==> src/rtl/boot_pkg.sv <==
// Shared types for the J1 boot sequencer: FSM state encoding and the
// state-decode helper used by the status outputs.
package boot_pkg;

    localparam int unsigned IDX_W = 13;

    typedef enum logic [2:0] {
        BOOT    = 3'd0,
        FETCH   = 3'd1,
        WRITE   = 3'd2,
        RELEASE = 3'd3,
        RUN     = 3'd4,
        ERROR   = 3'd5
    } boot_state_t;

    function automatic logic state_is_busy(input boot_state_t s);
        return (s == FETCH) || (s == WRITE) || (s == RELEASE);
    endfunction

endpackage

==> src/rtl/j1_boot_ctrl.sv <==
// J1 boot sequencer: copies a fixed-length image from a Wishbone read source
// into instruction RAM while holding the core in reset, then releases it.
module j1_boot_ctrl
    import boot_pkg::*;
#(
    parameter int unsigned LOAD_WORDS = 8192,
    parameter logic [31:0] SRC_BASE   = 32'h0000_0000,
    parameter int unsigned TIMEOUT    = 255
) (
    input  logic        clk,
    input  logic        reset,
    input  logic        start,
    output logic        wbm_cyc_o,
    output logic        wbm_stb_o,
    output logic [31:0] wbm_adr_o,
    input  logic [15:0] wbm_dat_i,
    input  logic        wbm_ack_i,
    input  logic        wbm_err_i,
    output logic        ram_we,
    output logic [12:0] ram_adr,
    output logic [15:0] ram_dat,
    output logic        core_reset,
    output logic        busy,
    output logic        done,
    output logic        error
);

    // The timeout counter is never narrower than 8 bits.
    localparam int unsigned TMO_CLOG = $clog2(TIMEOUT + 1);
    localparam int unsigned TMO_W    = (TMO_CLOG > 8) ? TMO_CLOG : 8;
    localparam logic [TMO_W-1:0] TMO_LAST = TMO_W'(TIMEOUT - 1);
    localparam logic [IDX_W-1:0] IDX_LAST = IDX_W'(LOAD_WORDS - 1);
    localparam logic             TMO_EN   = (TIMEOUT != 0);

    boot_state_t       state_r;
    boot_state_t       state_nxt_s;
    logic [IDX_W-1:0]  index_r;
    logic [TMO_W-1:0]  tmo_r;
    logic [15:0]       data_r;
    logic              tmo_hit_s;

    // Timeout fires on the TIMEOUT-th consecutive FETCH cycle without a response.
    assign tmo_hit_s = TMO_EN && (tmo_r == TMO_LAST);

    // Next-state selection; err has priority over ack.
    always_comb begin
        state_nxt_s = state_r;
        case (state_r)
            BOOT: begin
                state_nxt_s = FETCH;
            end
            FETCH: begin
                if (wbm_err_i) begin
                    state_nxt_s = ERROR;
                end else if (wbm_ack_i) begin
                    state_nxt_s = WRITE;
                end else if (tmo_hit_s) begin
                    state_nxt_s = ERROR;
                end else begin
                    state_nxt_s = FETCH;
                end
            end
            WRITE: begin
                if (index_r == IDX_LAST) begin
                    state_nxt_s = RELEASE;
                end else begin
                    state_nxt_s = FETCH;
                end
            end
            RELEASE: begin
                state_nxt_s = RUN;
            end
            RUN: begin
                if (start) begin
                    state_nxt_s = BOOT;
                end else begin
                    state_nxt_s = RUN;
                end
            end
            ERROR: begin
                if (start) begin
                    state_nxt_s = BOOT;
                end else begin
                    state_nxt_s = ERROR;
                end
            end
            default: begin
                state_nxt_s = BOOT;
            end
        endcase
    end

    // State register.
    always_ff @(posedge clk or posedge reset) begin
        if (reset) begin
            state_r <= BOOT;
        end else begin
            state_r <= state_nxt_s;
        end
    end

    // Word index and timeout counter; index stays frozen in ERROR so the
    // failing word remains visible on ram_adr.
    always_ff @(posedge clk or posedge reset) begin
        if (reset) begin
            index_r <= {IDX_W{1'b0}};
            tmo_r   <= {TMO_W{1'b0}};
        end else begin
            case (state_r)
                BOOT: begin
                    index_r <= {IDX_W{1'b0}};
                    tmo_r   <= {TMO_W{1'b0}};
                end
                FETCH: begin
                    if (!wbm_err_i && !wbm_ack_i && TMO_EN) begin
                        tmo_r <= tmo_r + {{(TMO_W-1){1'b0}}, 1'b1};
                    end
                end
                WRITE: begin
                    tmo_r <= {TMO_W{1'b0}};
                    if (index_r != IDX_LAST) begin
                        index_r <= index_r + {{(IDX_W-1){1'b0}}, 1'b1};
                    end
                end
                default: begin
                    index_r <= index_r;
                    tmo_r   <= tmo_r;
                end
            endcase
        end
    end

    // Capture read data on a clean acknowledge only.
    always_ff @(posedge clk or posedge reset) begin
        if (reset) begin
            data_r <= 16'h0000;
        end else if ((state_r == FETCH) && wbm_ack_i && !wbm_err_i) begin
            data_r <= wbm_dat_i;
        end else begin
            data_r <= data_r;
        end
    end

    assign wbm_cyc_o  = (state_r == FETCH);
    assign wbm_stb_o  = wbm_cyc_o;
    assign wbm_adr_o  = SRC_BASE + {19'd0, index_r};
    assign ram_we     = (state_r == WRITE);
    assign ram_adr    = index_r;
    assign ram_dat    = data_r;
    assign core_reset = (state_r != RUN);
    assign busy       = state_is_busy(state_r);
    assign done       = (state_r == RUN);
    assign error      = (state_r == ERROR);

endmodule

==> config.mk <==
export PLATFORM = sky130hd
export DESIGN_NAME = j1_boot_ctrl
export DESIGN_NICKNAME = d
export VERILOG_FILES = /design/src/rtl/boot_pkg.sv /design/src/rtl/j1_boot_ctrl.sv
export SDC_FILE = /design/constraint.sdc
export NUM_CORES = 1
export LEC_CHECK = 0
export CAP_MARGIN = 10
export CORE_ASPECT_RATIO = 1.75
export CORE_MARGIN = 4
export CORE_UTILIZATION = 41
export DETAILED_ROUTE_END_ITERATION = 8
export GPL_TIMING_DRIVEN = 0
export PLACE_DENSITY = 0.82
export SKIP_CTS_REPAIR_TIMING = 1
export SYNTH_ARGS = -nofsm -noshare
export SYNTH_HDL_FRONTEND = slang
export SYNTH_SLANG_ARGS = --single-unit
==> constraint.sdc <==
create_clock -name clk -period 3.3 [get_ports clk]
set_clock_uncertainty 0.05 [all_clocks]
set_input_delay 0.33 -clock clk [delete_from_list [all_inputs] [get_ports clk]]
set_output_delay 0.33 -clock clk [all_outputs]
set_load 0.01 [all_outputs]
==> qor.txt <==
====================================================================================================
First-pass GRT wire length                                                                  8.804 mm
Tightest Pin Transition                                                                    0.8349 ns
Combinational power share                                                                      0.454
Shortest period the worst path allows                                                       2.522 ns
Async S/R FF share, synth                                                                      1.000
Number of vias after detailed routing                                                          1,903
Floorplan die area                                                                          6783 um2
Via density per instance                                                                       4.930
Number of buffers inserted during clock tree synthesis                                             5
Library cells used by synthesis                                                                   52
Maximum vdd ir drop                                                                        0.4449 mV
Switching share of power                                                                      0.3325
Share of synthesized area occupied by flip-flops and latches                                  0.4449
Data required, critical path                                                                 2.92 ns
Number of cell rows                                                                               35
Portion of synthesized cell area occupied by the leading cell type                            0.4449
Worst-path fanout max                                                                             10
Total I/O pin count                                                                               89
Main flop type after synthesis                                                               dfrtp_1
Clock network latency to the later pin of the worst-skew pair                                0.29 ns
Clock-pin slew reported for the worst setup and hold paths after clock tree synthesis        0.08 ns
Commonest cells in the synthesized netlist                                              dfrtp_1 (40), buf_4 (33), mux2_2 (16)
Gp weighted congestion                                                                        0.8524
Final hold violations                                                                              0
Count of nets left with antenna violations after detail routing                                    0
Placeable core region                                                                       5299 um2
Setup-failing EPs final                                                                            0
Most frequently used cell type in the post-synthesis netlist                                 dfrtp_1
Cell-internal power                                                                         1.267 mW
Initial drt markers                                                                              101
Leakage                                                                                     1.415 nW
Maximum Capacitance Violations                                                                     0
Destination of the critical timing path                                                       ram_we
Placed Area                                                                                 3100 um2
Fin util                                                                                      0.6021
CP Capture Type                                                                           output pin
Top achievable clock speed                                                                0.3966 GHz
Critical path startpoint category                                                               flop
Power density over the cells                                                            595.1 nW/um2
Count of warnings emitted by yosys                                                                 0
Post-route DRC                                                                                     0
Count of final max-slew check failures                                                             0
Setup repair after global routing missed its margin                                               no
Worst-case register-to-register setup slack                                                  1.18 ns
Antenna cells                                                                                      0
Number of antenna violations at the first check in global routing                                  0
Setup TNS Final                                                                                 0 ns
Mean cell area of the mapped netlist                                                       10.37 um2
Share of final-layout standard cells stronger than drive strength 1                           0.2404
Cell Chain, Critical Path                                                               buf_2 > or3b_2 > inv_1 > clkdlybuf4s50_1
Root Buffer Master                                                                          clkbuf_8
Number of enable flip-flop cells after synthesis                                                   0
CTS H-tree depth                                                                                   2
Ranking of synthesized cells by area                                                    dfrtp_1 (44%), buf_4 (11%), mux2_2 (8.0%)
Proportion of power drawn by flip-flops and latches                                            0.370
Starting Density                                                                              0.4246
Final routed wirelength across all metal layers                                             5.309 mm
Gate Count Post-Synth                                                                            217
Via count of the first global-routing pass                                                     1,913
Result of the run                                                                       complete, no violations
1st-pass router iterations                                                                         4
Clock sink count                                                                                  40
Setup crit start                                                                          state_r[2]
Slew margin rel.                                                                              0.4426
Layout Cell Area excl Fill                                                                  3191 um2
Total of flip-flops plus latches after synthesis                                                  40
Chip width                                                                                  64.00 um
Startpoint of the worst-slack reg-to-reg timing path                                      ram_adr[0]
Netlist area before placement                                                               2250 um2
Post-synthesis to final-layout area growth                                                    41.82%
Dpl hpwl                                                                                    4.065 mm
Max Root-Sink Buffers                                                                              2
Number of nets in the finished design                                                            335
Residual overflow from global routing                                                              0
Clk network pwr share                                                                          0.176
Slowest cell delay on critical path                                                          0.59 ns
Capturing point of the worst reg2reg path                                                 ram_adr[9]
Average detailed-routed wire length per instance                                            13.75 um
Fraction of the cycle the final worst path needs                                              0.7641
Type of the tightest min-delay check                                                    flop to flop
Clock tree from TritonCTS                                                                      built
CP Class                                                                                flop to output pin
Largest area contributor in the synthesized netlist                                          dfrtp_1
Highest-delay cell along the critical path                                              clkdlybuf4s50_1
Arr. time, crit path                                                                         2.14 ns
Buffers on Ports                                                                                  69
Tot GR Track Use                                                                              0.1626
R2r worst-path depth                                                                               5
Net switching power                                                                        0.6314 mW
Largest net degree at the start of global routing                                                 41
Die height                                                                                  106.0 um
====================================================================================================
==> sequential cells by signal, summed over array words and instances (netlist names) <==
| register | flops |
|---|---|
| tmo_r | 8 |
| state_r | 3 |
| ram_dat | 16 |
| ram_adr | 13 |
==> cells by family after synthesis <==
| logic type | Yosys count | share of synthesized area |
|---|---|---|
| muxes | 17 | 0.08454 |
| xor gates and xnor gates | 5 | 0.01947 |
| buffers and inverters | 48 | 0.1407 |
| DFF | 40 | 0.4449 |
| and+or+nand+nor | 69 | 0.1785 |
| adders and majority gates | 3 | 0.01669 |
| other | 1 | 0.001667 |
| AOI/OAI and AO/OA | 34 | 0.1135 |
==> layer usage <==
metal | routed length, um | up-vias | track usage
li1 | - | 903 | -
met1 | 1834 | 925 | 0.1634
met2 | 3034 | 66 | 0.3087
met3 | 348 | 9 | 0.04123
met4 | 91 | 0 | 0.06337
met5 | 0 | - | 0
==> worst min-delay path by stage <==
stage | start | endpoint | slack [ns] | depth (start not counted)
after floorplan | tmo_r[5] | tmo_r[5] | 0.39 | 1
after global placement | tmo_r[5] | tmo_r[5] | 0.41 | 1
after detailed placement | tmo_r[5] | tmo_r[5] | 0.42 | 1
after CTS | tmo_r[5] | tmo_r[5] | 0.44 | 1
after global routing | tmo_r[5] | tmo_r[5] | 0.47 | 1
final | tmo_r[5] | tmo_r[5] | 0.43 | 1
==> stage by stage <==
step                      instances  hold slack (ns)  power, mW  worst slack, ns
final                           386           0.4335      1.899           0.7783
after detailed placement        378           0.4196      1.581            1.113
after global routing            386           0.4651      2.025           0.7083
after global placement          378           0.4142      1.551            1.105
after floorplan                 235           0.3946      1.152            1.425
after CTS                       386           0.4362      1.926           0.7889
==> area by class of cell <==
type                    instances  area (um2)
plain buffers                  40       286.5
inverters                       8       30.03
flip-flops and latches         40        1001
multi-input cells             147       999.7
clock buffers                   8       90.09
repair buffers                 69       690.7
well taps                      74       92.59
fillers                       443        2108
==> layout by cell type, fill, tap and decap left out, drive strengths merged, types with 8 or more instances in the layout <==
cell type / n
clkdlybuf4s50: 69
dfrtp: 40
buf: 38
conb: 19
mux2: 16
nand2: 15
nor2: 13
nand3: 10
clkbuf: 10
inv: 8
==> worst max-delay path: cells and delay by family, from the launching register on <==
| kind | cells | cell delay (ns) |
|---|---|---|
| buffers and inverters | 3 | 0.98 |
| AND/OR/NAND/NOR | 1 | 0.52 |
| flip-flops | 1 | 0.36 |
==> power groups by stage <==
| stage | Clock, mW | Sequential, mW | Combinational, mW |
|---|---|---|---|
| floorplan | 0 | 0.751 | 0.401 |
| CTS | 0.343 | 0.705 | 0.878 |
| global placement | 0 | 0.701 | 0.850 |
| global route | 0.365 | 0.722 | 0.938 |
| detailed placement | 0 | 0.713 | 0.868 |
| finish | 0.334 | 0.703 | 0.862 |
(Power assumes the default switching activity.)
